--- src/rtl/axisprbscheck.sv ---
// -----------------------------------------------------------------------------
// axisprbscheck
//
// AXI-stream sink that checks a stream produced by the PRN generator. It
// self-synchronises to the generator's 31-bit LFSR sequence. Once locked it
// free-runs its own copy of the sequence (a flywheel), compares each accepted
// beat against that copy and keeps saturating beat and error counters.
//
// Ports
//   S_AXI_ACLK     in   clock
//   S_AXI_ARESET   in   asynchronous, active-high reset
//   S_AXIS_TVALID  in   beat valid
//   S_AXIS_TREADY  out  sink ready (1 from the first edge after reset, no backpressure)
//   S_AXIS_TDATA   in   beat data, C_AXIS_DATA_WIDTH bits
//   i_clear        in   synchronous clear of both counters
//   o_locked       out  checker is locked to the sequence
//   o_err          out  one-cycle pulse: a locked beat mismatched
//   o_beat_count   out  beats accepted while locked, saturating
//   o_err_count    out  mismatching locked beats, saturating
// -----------------------------------------------------------------------------
module axisprbscheck #(
  parameter int C_AXIS_DATA_WIDTH = 32,
  parameter int LGCOUNT           = 32,
  parameter int LOCK_COUNT        = 8,
  parameter int LOSS_COUNT        = 4
) (
  input  logic                         S_AXI_ACLK,
  input  logic                         S_AXI_ARESET,
  input  logic                         S_AXIS_TVALID,
  output logic                         S_AXIS_TREADY,
  input  logic [C_AXIS_DATA_WIDTH-1:0] S_AXIS_TDATA,
  input  logic                         i_clear,
  output logic                         o_locked,
  output logic                         o_err,
  output logic [LGCOUNT-1:0]           o_beat_count,
  output logic [LGCOUNT-1:0]           o_err_count
);

  localparam int W  = C_AXIS_DATA_WIDTH;
  localparam int MW = $clog2(LOCK_COUNT + 1);
  localparam int LW = $clog2(LOSS_COUNT + 1);

  // The feedback taps sit in the top 31 bits. Any extra low bits are
  // history that is shifted out.
  localparam logic [W-1:0] POLY = W'(31'h00002001) << (W - 31);

  function automatic logic [W-1:0] lfsr_next(input logic [W-1:0] d);
    return {^(d & POLY), d[W-1:1]};
  endfunction

  // An all-zero LFSR state never advances. Such a word is never a match, so
  // an idle or stuck-at-zero link cannot lock.
  function automatic logic degenerate(input logic [W-1:0] d);
    return d[W-1 -: 31] == '0;
  endfunction

  typedef enum logic {
    S_SEARCH,
    S_LOCKED
  } state_t;

  state_t         state, state_nxt;
  logic [W-1:0]   r_ref, ref_nxt;
  logic           r_have, have_nxt;
  logic [MW-1:0]  r_match_cnt, match_nxt;
  logic [LW-1:0]  r_miss_cnt, miss_nxt;
  logic           r_ready;
  logic           r_err, err_nxt;
  logic           beat_inc, err_inc;
  logic [LGCOUNT-1:0] r_beat_count, r_err_count;

  logic         beat;
  logic [W-1:0] exp_word;
  logic         search_match;
  logic         locked_miss;

  assign beat         = S_AXIS_TVALID && r_ready;
  assign exp_word     = lfsr_next(r_ref);
  assign search_match = r_have && (S_AXIS_TDATA == exp_word) && !degenerate(S_AXIS_TDATA);
  assign locked_miss  = (S_AXIS_TDATA != exp_word);

  // State register plus the reference and control registers.
  // NOTE: sequential state uses non-blocking (<=) so every register samples
  // the pre-edge values. Blocking here would create order-dependent races.
  // NOTE: every register in this block, including the reference word, is
  // reset. This is only a handful of flops and no memory array, so an
  // asynchronous reset leaves no X in the compare path after reset.
  always_ff @(posedge S_AXI_ACLK or posedge S_AXI_ARESET) begin
    if (S_AXI_ARESET) begin
      state        <= S_SEARCH;
      r_ref        <= '0;
      r_have       <= 1'b0;
      r_match_cnt  <= '0;
      r_miss_cnt   <= '0;
      r_ready      <= 1'b0;
      r_err        <= 1'b0;
      r_beat_count <= '0;
      r_err_count  <= '0;
    end else begin
      state       <= state_nxt;
      r_ref       <= ref_nxt;
      r_have      <= have_nxt;
      r_match_cnt <= match_nxt;
      r_miss_cnt  <= miss_nxt;
      r_ready     <= 1'b1;
      r_err       <= err_nxt;

      // A clear takes priority over a simultaneous increment. Both counters
      // stop at all-ones.
      if (i_clear)
        r_beat_count <= '0;
      else if (beat_inc && !(&r_beat_count))
        r_beat_count <= r_beat_count + 1'b1;

      if (i_clear)
        r_err_count <= '0;
      else if (err_inc && !(&r_err_count))
        r_err_count <= r_err_count + 1'b1;
    end
  end

  // Next-state and datapath control.
  // NOTE: every signal this block drives gets a default first. Without the
  // defaults, any path that skips an assignment would infer a latch.
  always_comb begin
    state_nxt = state;
    ref_nxt   = r_ref;
    have_nxt  = r_have;
    match_nxt = r_match_cnt;
    miss_nxt  = r_miss_cnt;
    err_nxt   = 1'b0;
    beat_inc  = 1'b0;
    err_inc   = 1'b0;

    if (beat) begin
      unique case (state)
        S_SEARCH: begin
          // Track the incoming stream word by word until enough
          // consecutive successors line up.
          ref_nxt  = S_AXIS_TDATA;
          have_nxt = 1'b1;
          if (search_match) begin
            if (r_match_cnt == MW'(LOCK_COUNT - 1)) begin
              state_nxt = S_LOCKED;
              match_nxt = '0;
              miss_nxt  = '0;
            end else begin
              match_nxt = r_match_cnt + 1'b1;
            end
          end else begin
            match_nxt = '0;
          end
        end

        S_LOCKED: begin
          // Flywheel: the reference advances on its own and never reloads
          // from the data. One corrupted word therefore counts as exactly
          // one error rather than two.
          ref_nxt  = exp_word;
          beat_inc = 1'b1;
          if (locked_miss) begin
            err_nxt = 1'b1;
            err_inc = 1'b1;
            if (r_miss_cnt == LW'(LOSS_COUNT - 1)) begin
              state_nxt = S_SEARCH;
              ref_nxt   = S_AXIS_TDATA;
              match_nxt = '0;
              miss_nxt  = '0;
            end else begin
              miss_nxt = r_miss_cnt + 1'b1;
            end
          end else begin
            miss_nxt = '0;
          end
        end

        default: state_nxt = S_SEARCH;
      endcase
    end
  end

  assign S_AXIS_TREADY = r_ready;
  assign o_locked      = (state == S_LOCKED);
  assign o_err         = r_err;
  assign o_beat_count  = r_beat_count;
  assign o_err_count   = r_err_count;

endmodule
--- config.mk ---
export PLATFORM = sky130hd
export DESIGN_NAME = axisprbscheck
export DESIGN_NICKNAME = d
export VERILOG_FILES = /design/src/rtl/axisprbscheck.sv
export SDC_FILE = /design/constraint.sdc
export NUM_CORES = 1
export LEC_CHECK = 0
export BUFFER_PORTS_ARGS = -buffer_cell sky130_fd_sc_hd__buf_2
export CORE_MARGIN = 5
export CORE_UTILIZATION = 45
export CTS_BUF_LIST = sky130_fd_sc_hd__clkbuf_8
export DETAILED_ROUTE_END_ITERATION = 10
export HOLD_SLACK_MARGIN = 0.08
export PLACE_DENSITY = 0.67
export SETUP_SLACK_MARGIN = 0.02
export SYNTH_ARGS = -nofsm -noshare
export SYNTH_HDL_FRONTEND = slang
export SYNTH_SLANG_ARGS = --single-unit
export TNS_END_PERCENT = 30
--- constraint.sdc ---
create_clock -name S_AXI_ACLK -period 4.39 [get_ports S_AXI_ACLK]
set_clock_uncertainty 0.2 [all_clocks]
set_input_delay 0.2195 -clock S_AXI_ACLK [delete_from_list [all_inputs] [get_ports S_AXI_ACLK]]
set_output_delay 0.2195 -clock S_AXI_ACLK [all_outputs]
set_load 0.02 [all_outputs]
## After elaboration in Yosys (flattened, before gate mapping)

Index checks and enable logic that the tools add are counted.
W data, S select, Z words.

- Flip-flop bits (word level): 107
- Output and inout port bits: 67
- Word-level logic and storage cells: 66

- Add/sub/neg operators: 4
- Equality and inequality tests: 8
- Multiplexer cells: 27
- Bitwise logic cells: 1
- Reductions and logical operators: 17

Operators by type and width:

| cell | count |
|---|---|
| $mux W32 | 6 |
| $add A32 B1 Y32 const B | 2 |
| $pmux W32 S2 | 1 |
| $reduce_and A32 Y1 | 2 |
| $eq A32 B32 Y1 | 1 |
| $ne A32 B32 Y1 | 1 |
| $reduce_xor A32 Y1 | 1 |
| $logic_not A31 Y1 | 1 |
| $mux W4 | 4 |
| $mux W3 | 4 |
| $mux W1 | 9 |
| $pmux W4 S2 | 1 |
| $pmux W3 S2 | 1 |
| $reduce_and A3 Y1 | 2 |
| $logic_and A1 B1 Y1 | 5 |
| $add A4 B1 Y4 const B | 1 |
| $eq A4 B3 Y1 const B | 1 |
| $ne A2 B1 Y1 const B | 2 |
| $ne A2 B2 Y1 const B | 2 |
| $reduce_bool A2 Y1 | 2 |
| $add A3 B1 Y3 const B | 1 |
| $eq A3 B2 Y1 const B | 1 |
| $logic_not A1 Y1 | 3 |
| $pmux W1 S2 | 1 |
| other kinds (2) | 2 |

## Longest topological paths before layout

Gate-level depths: netlist (run 1).

- Depth after elaboration: 8
- Gate-level depth with buffers: 10
- Gate-level depth less buffers: 7

## Least setup slack after synthesis (run 1)

Ideal clock, no wire load.

- Path type: reg-to-reg
- Start point: reg r_beat_count[0], in the netlist o_beat_count[0]
- End point: reg r_beat_count[4], in the netlist o_beat_count[4]
- Library setup time: 132 ps
- Data arrival time: 2118 ps
- Data required time: 4058 ps
- Setup slack: 1940 ps
- Stages on the path, launching flop included: 11
- Path buffers: 3
- Clock period less this slack: 2450 ps
- Cell sequence: dfrtp_1 ha_1 and2_1 clkbuf_1 nand4_1 or4_1 clkbuf_2 buf_6 nand4_1 xor2_1 nor2_1

- Longest elaborated chain between the ends: 4
- Elaborated cells on any way between the ends: 7
- Those cells by class: add/sub: 1; mux: 2; reduce/logical: 4

Ends and longest elaborated chain:

| element | RTL line | RTL |
|---|---|---|
| start, declared | 70 | `logic [LGCOUNT-1:0] r_beat_count, r_err_count;` |
| start signal, assigned | 113 | `r_beat_count <= r_beat_count + 1'b1;` |
| branches (longest 4 deep; another with $add A32 B1 Y32) | - |  |

Several ways; the timed one is not identified. The select of a mux whose other input is x is not followed.
A chain may end at the register's enable or synchronous reset.

## Worst setup path in the final report (run 1)

- Start point: in S_AXIS_TDATA[27]
- End point: reg r_err_count[4], in the netlist o_err_count[4]

- Longest elaborated chain between the ends: 6

Ends and longest elaborated chain:

| element | RTL line | RTL |
|---|---|---|
| start, declared | 31 | `input logic [C_AXIS_DATA_WIDTH-1:0] S_AXIS_TDATA,` |
| $ne A32 B32 Y1 | 80 | `assign locked_miss = (S_AXIS_TDATA != exp_word);` |
| $mux W1 | 161 | `if (locked_miss) begin` |
| $mux W1 | 136 | `unique case (state)` |
| $mux W1 | 135 | `if (beat) begin` |
| $logic_and A1 B1 Y1 | 117 | `else if (err_inc && !(&r_err_count))` |
| $reduce_bool A2 Y1 (no source line) | - |  |
| end signal, assigned | 118 | `r_err_count <= r_err_count + 1'b1;` |
| end, declared | 70 |  |

No other way between the ends.

==> summary.md, run 1 <==
| Metric | Value |
|---|---|
| Run status | `complete, no violations` |
| Final GP Congestion | `0.9046` |
| DR pass1 iterations | `5` |
| Leak Pwr | `3.038 nW` |
| Syn avg cell area | `9.429 um2` |
| Share of cells above drive strength 1 | `19.22%` |
| RSZ-0062 raised after global routing | `false` |
| Total gr overflow | `0` |
| Clk_lat worst skew | `0.37 ns` |
| Critical path class | `input pin to register` |
| Row cnt | `42` |
| Yosys reg bits | `106` |
| Initial core utilization | `45.71%` |
| Syn Inst Count | `642` |
| Synthesized cell area | `6053 um2` |
| Tmin final | `3.038 ns` |
| 1st-iter DRT viols | `361` |
| Max Cap Violations | `0` |
| M1 WL | `7.077 mm` |
| CP endpoint kind | `register` |
| Setup-failing EPs final | `0` |
| Synth cell types | `52` |
| Wire length per cell | `16.63 um` |
| Synth top area cells | `dfrtp_1 (44%), xor2_1 (6.8%), mux2i_1 (5.3%)` |
| Met2 wire len | `7.365 mm` |
| Inserted Diodes | `0` |
| Synth area leader | `dfrtp_1` |
| Fin. Hold Viols | `0` |
| Number of nets still failing antenna checks after routing | `0` |
| Clk buf depth | `2` |
| Setup crit start kind | `input pin` |
| Final nets | `805` |
| Synth warn | `0` |
| Vias per std cell | `5.835` |
| Most frequent cells in the layout | `dfrtp_1 (106), buf_2 (102), nor2_1 (77)` |
| Synth top area share | `43.82%` |
| Post-synth EDFFs | `0` |
| Vias in the first global route | `5281` |
| Syn-to-layout area delta | `19.35%` |
| Chip width | `126.0 um` |
| Power Dens Cells | `260.6 nW/um2` |
| Overall power | `0.001883 W` |
| Top FF cell, synth | `dfrtp_1` |
| Final wirelength | `15.73 mm` |
| Sequential area share after synthesis | `43.82%` |
| Max Clock Freq | `0.3292 GHz` |
| Root Buffer Master | `clkbuf_8` |
| Seq. cell area | `2653 um2` |
| DRC violation count after routing | `0` |
| Net count after synthesis | `682` |
| Fin crit share | `69.20%` |
| Initial antenna violation count | `0` |
| Worst-path clk slew | `0.10 ns` |
| Commonest non-fill, non-tap cell in the layout | `dfrtp_1` |
| Sinks on Clock Net | `106` |
| Slew @ Worst Pin | `0.9840 ns` |
| WP data required | `4.48 ns` |
| Routed wl met3 | `911 um` |
| Die H | `126.0 um` |
| Core area | `13240 um2` |
| Cts repair resizes | `0` |
| Fill cell total of the finished layout | `1213` |
| VDD IR-drop max | `0.1815 mV` |
| Ys async rst share | `100.0%` |
| Worst-path maximum fanout | `24` |
| TNS Setup | `0 ns` |
| Die ar. | `15870 um2` |
| Fin. max-slew vios | `0` |
| Area of the multi-input gates | `3206 um2` |
| CTS tree | `yes` |
| Largest net degree at the start of global routing | `74` |
| Number of CTS-inserted buffers | `9` |
| Hpwl dp | `10.75 mm` |
| H-tree depth | `3` |
| GRT Total Usage | `19.60%` |
| Normalized max-slew margin | `34.33%` |
| Hold WS | `0.1223 ns` |
| WP data arrival | `3.13 ns` |
| First-pass GRT wire length | `25.89 mm` |
| Highest Signal Layer | `met4` |
| Min-Delay Path Class | `input pin to register` |
| I/O pin count | `103` |
| Via count | `5520` |
| I/O Buffers | `102` |
==> cell usage after synthesis, types with 19 or more instances <==
master    count
dfrtp_1     106
nor2_1       77
a21oi_1      62
xor2_1       47
nand2_1      34
mux2i_1      32
nand3_1      30
nand4_1      30
nor4_1       28
o31ai_1      24
or4_1        24
clkbuf_1     19
==> where the power goes <==
group	internal, W	leakage (nW)	total [W]	switching, W
sequential	0.00101	1.38	0.00105	0.0000375
combinational	0.0000905	1.55	0.000224	0.000133
clock	0.000276	0.107	0.000609	0.000333
total	0.00138	3.04	0.00188	0.000504
==> metal layers <==
layer / GRT usage, % / up-vias
met5: 0 / -
met4: 7.192 / 0
met3: 3.599 / 29
met2: 31.61 / 180
met1: 26.51 / 2701
li1: - / 2610
==> flip-flops by register name (all words and copies together), names as in the netlist <==
signal,cells
o_err,1
r_ref,31
o_locked,1
r_match_cnt,4
o_err_count,32
r_have,1
S_AXIS_TREADY,1
o_beat_count,32
r_miss_cnt,3
==> layout make-up <==
| class | count | area share [%] |
|---|---|---|
| sequential | 106 | 36.72 |
| multi-input combinational | 497 | 44.37 |
| clock buffer | 10 | 1.905 |
| inverter | 4 | 0.2425 |
| timing repair buffer | 147 | 12.92 |
| tap | 176 | 3.048 |
| clock inverter | 6 | 0.7967 |
==> cell families after synthesis <==
| logic type | synth area share, % |
|---|---|
| and+or+nand+nor | 26.00 |
| AOI/OAI and AO/OA | 10.87 |
| DFF | 43.82 |
| xor gates and xnor gates | 8.784 |
| buffers and inverters | 3.472 |
| muxes | 6.160 |
| adders and majority gates | 0.8268 |
| other | 0.06195 |
==> per-stage QoR <==
step	util [%]	setup slack (ns)	instances	area, um2
detailed placement	50.51	1.493	896	6689
global placement	50.51	1.617	896	6689
CTS	54.55	1.396	946	7224
global route	54.55	1.114	946	7224
floorplan	-	1.182	642	6053
finish	54.55	1.352	946	7224
==> critical path, cell delays in order <==
cell and delay [ns]:
dlygate4sd3_1 0.57, buf_2 0.15, xor2_1 0.17, nor4_2 0.30, nand4_1 0.24, o31ai_4 0.81, buf_4 0.38, o31ai_1 0.11
a21oi_1 0.17
==> final timing paths <==
| check | from | slack (ns) | depth (start not counted) | end |
|---|---|---|---|---|
| max | S_AXIS_TDATA[27] | 1.35 | 9 | o_err_count[4] |
| min | S_AXIS_TVALID | 0.12 | 4 | r_match_cnt[1] |
| max reg2reg | r_ref[31] | 1.44 | 8 | r_ref[31] |
| min reg2reg | r_miss_cnt[2] | 0.29 | 1 | r_miss_cnt[2] |
| max in group asynchronous | S_AXI_ARESET | 2.61 | 4 | o_beat_count[24] |
| min in group asynchronous | S_AXI_ARESET | 0.39 | 3 | o_err_count[28] |
==> what timing repair did <==
action / in CTS / in global routing
hold buffers: 34 / 0
endpoints found under the setup margin: 0 / 0
buffers inserted: 0 / 0
endpoints found under the hold margin: 117 / 0
No activity file was read; power rests on OpenSTA's default activity.
==> inputs of run 2 (changes only) <==
clock period = 3 ns   (was 4.39 ns; I/O delays follow)
==> summary.md, run 2 (synthesized netlist as in run 1, its figures left out) <==
| Metric | Value |
|---|---|
| Setup crit start kind | `register` |
| Critical path class | `register to register` |
| Die ar. | `15870 um2 (unchanged)` |
| VDD IR-drop max | `0.2629 mV (+45%)` |
| Psw | `0.0007518 W (+49%)` |
| Initial antenna violation count | `0 (unchanged)` |
| Most frequent cells in the layout | `dfrtp_1 (105), buf_2 (102), nor2_1 (77)` |
| DRC violation count after routing | `0 (unchanged)` |
| First-pass GRT wire length | `26.69 mm (+3.1%)` |
| Syn-to-layout area delta | `20.48%` |
| Total gr overflow | `0 (unchanged)` |
| Clk buf depth | `2 (unchanged)` |
| Via count | `5499 (-0.38%)` |
| Fin crit share | `94.05%` |
| Run status | `complete, no violations` |
| Clock Power Share | `31.8% (-0.5 points)` |
| Fin. Hold Viols | `0 (unchanged)` |
| Final GP Congestion | `0.8557 (-5.4%)` |
| Worst-path maximum fanout | `4 (-83%)` |
| Worst-path clk slew | `0.10 ns (about the same)` |
| Vias per std cell | `5.788 (-0.80%)` |
| Fin. max-slew vios | `0 (unchanged)` |
| Tmin final | `2.821 ns` |
| WP data required | `3.07 ns (-1.41 ns)` |
| Final core occ | `55.07% (+0.52 points)` |
| Clk_lat worst skew | `0.39 ns (+0.02 ns)` |
| Sequential Power Share | `56.0% (+0.2 points)` |
| Die H | `126.0 um (unchanged)` |
| Critical-path cell list | `xor2_1, nor4_2, nand4b_1, o31ai_4, buf_12, mux2i_1, o21ai_0, dlygate4sd3_1` |
| Final nets | `809 (+0.50%)` |
| Placement Setup Slack | `0.4379 ns (-1.055 ns)` |
| Sw Share | `27.37% (+0.62 points)` |
| Commonest non-fill, non-tap cell in the layout | `dfrtp_1` |
| Chip width | `126.0 um (unchanged)` |
| M1 WL | `7.132 mm (+0.78%)` |
| Final wirelength | `15.92 mm (+1.2%)` |
| Normalized max-slew margin | `44.65% (+10 points)` |
| Row cnt | `42 (unchanged)` |
| Sinks on Clock Net | `106 (unchanged)` |
| Initial core utilization | `45.71% (unchanged)` |
| H-tree depth | `3 (unchanged)` |
| Power Dens Cells | `376.7 nW/um2 (+45%)` |
| Slew @ Worst Pin | `0.8286 ns (-0.1555 ns)` |
| Max Clock Freq | `0.3544 GHz` |
| Setup-failing EPs final | `0 (unchanged)` |
| 1st-iter DRT viols | `529 (+47%)` |
| Top delay family on crit path | `buffers and inverters` |
| DR pass1 iterations | `5 (unchanged)` |
| Combinational Power Share | `12.2% (+0.3 points)` |
| Inst Count DP | `898 (+0.22%)` |
| I/O pin count | `103 (unchanged)` |
| Area of the multi-input gates | `3212 um2 (+0.20%)` |
| Max Cap Violations | `0 (unchanged)` |
| CP endpoint kind | `register` |
| Root Buffer Master | `clkbuf_8` |
| Wire length per cell | `16.76 um (+0.78%)` |
| Crit-path slowest cell | `dlygate4sd3_1` |
| Largest stage delay on the critical path | `0.56 ns (-0.25 ns)` |
| Int Power | `0.001996 W (+45%)` |
| Post-route worst setup slack | `0.1786 ns (-1.174 ns)` |
| Hold WS | `0.2604 ns (+0.1382 ns)` |
| I/O Buffers | `102 (unchanged)` |
| Fin cells | `950 (+0.42%)` |
| Number of nets still failing antenna checks after routing | `0 (unchanged)` |
| Hpwl dp | `10.83 mm (+0.74%)` |
| GRT Total Usage | `20.19% (+0.59 points)` |
| Met2 wire len | `7.551 mm (+2.5%)` |
| TNS Setup | `0 ns (unchanged)` |
| CTS tree | `yes` |
| Seq. cell area | `2654 um2 (about the same)` |
| Min-Delay Path Class | `input pin to asynchronous set/reset pin` |
| Routed wl met3 | `841 um (-7.7%)` |
| Flop2flop setup slack | `0.18 ns (-1.26 ns)` |
| Core area | `13240 um2 (unchanged)` |
| Largest net degree at the start of global routing | `71 (-4.1%)` |
| Highest Signal Layer | `met4` |
| Inserted Diodes | `0 (unchanged)` |
| Vias in the first global route | `5404 (+2.3%)` |
| Share of cells above drive strength 1 | `19.77% (+0.55 points)` |
| Number of CTS-inserted buffers | `9 (unchanged)` |
| RSZ-0062 raised after global routing | `false` |
| Fill cell total of the finished layout | `1237 (+2.0%)` |
| Leak Pwr | `3.065 nW (+0.87%)` |
| WP data arrival | `2.89 ns (-0.24 ns)` |
| Worst path bufs/invs | `2 (-1)` |
-- run 2: repair_timing --
| action | 4_1_cts | 5_1_grt |
|---|---|---|
| hold buffers | 35 | 0 |
| endpoints found under the hold margin | 93 | 0 |
| setup buffers | 0 | 1 |
| endpoints found under the setup margin | 0 | 1 |
| resized for setup | 0 | 5 |
-- run 2: layout make-up --
cell class,instances,area share (%)
clock buffers,9,1.698
clock inverters,7,0.8406
inverters,4,0.2573
multi-input cells,497,44.04
flip-flops and latches,106,36.39
well taps,176,3.019
repair buffers,151,13.76
-- run 2: power groups by stage --
stage	logic (W)	clock network (W)	registers, W
2_1_floorplan	0.000193	0	0.00155
3_3_place_gp	0.000284	0	0.00156
3_5_place_dp	0.000291	0	0.00157
4_1_cts	0.000328	0.000907	0.00154
5_1_grt	0.000373	0.000953	0.00155
6_report	0.000336	0.000873	0.00154
-- run 2: routing by layer --
| layer | GRT usage [%] | vias to the layer above |
|---|---|---|
| li1 | - | 2625 |
| met1 | 26.76 | 2695 |
| met2 | 33.02 | 153 |
| met3 | 3.726 | 26 |
| met4 | 7.697 | 0 |
| met5 | 0 | - |
-- run 2: tightest hold or removal path, delay by kind of cell --
kind,cells,cell delay (ns)
buf+inv,3,1.20
-- run 2: worst paths after layout --
check / endpoint / startpoint / cells after the start
setup / recovery: r_ref[31] / r_ref[14] / 8
hold / removal: r_miss_cnt[1] / S_AXI_ARESET / 3
setup reg to reg: r_ref[31] / r_ref[14] / 8
hold reg to reg: r_miss_cnt[2] / r_miss_cnt[2] / 1
max in group asynchronous: o_beat_count[16] / S_AXI_ARESET / 4
min in group S_AXI_ACLK: r_miss_cnt[2] / r_miss_cnt[2] / 1
-- run 2: per-stage QoR --
step / total power [W] / area, um2
2_1_floorplan: 0.001747 / 6057
3_3_place_gp: 0.001845 / 6730
3_5_place_dp: 0.001857 / 6730
4_1_cts: 0.002773 / 7266
5_1_grt: 0.002873 / 7293
6_report: 0.002747 / 7293
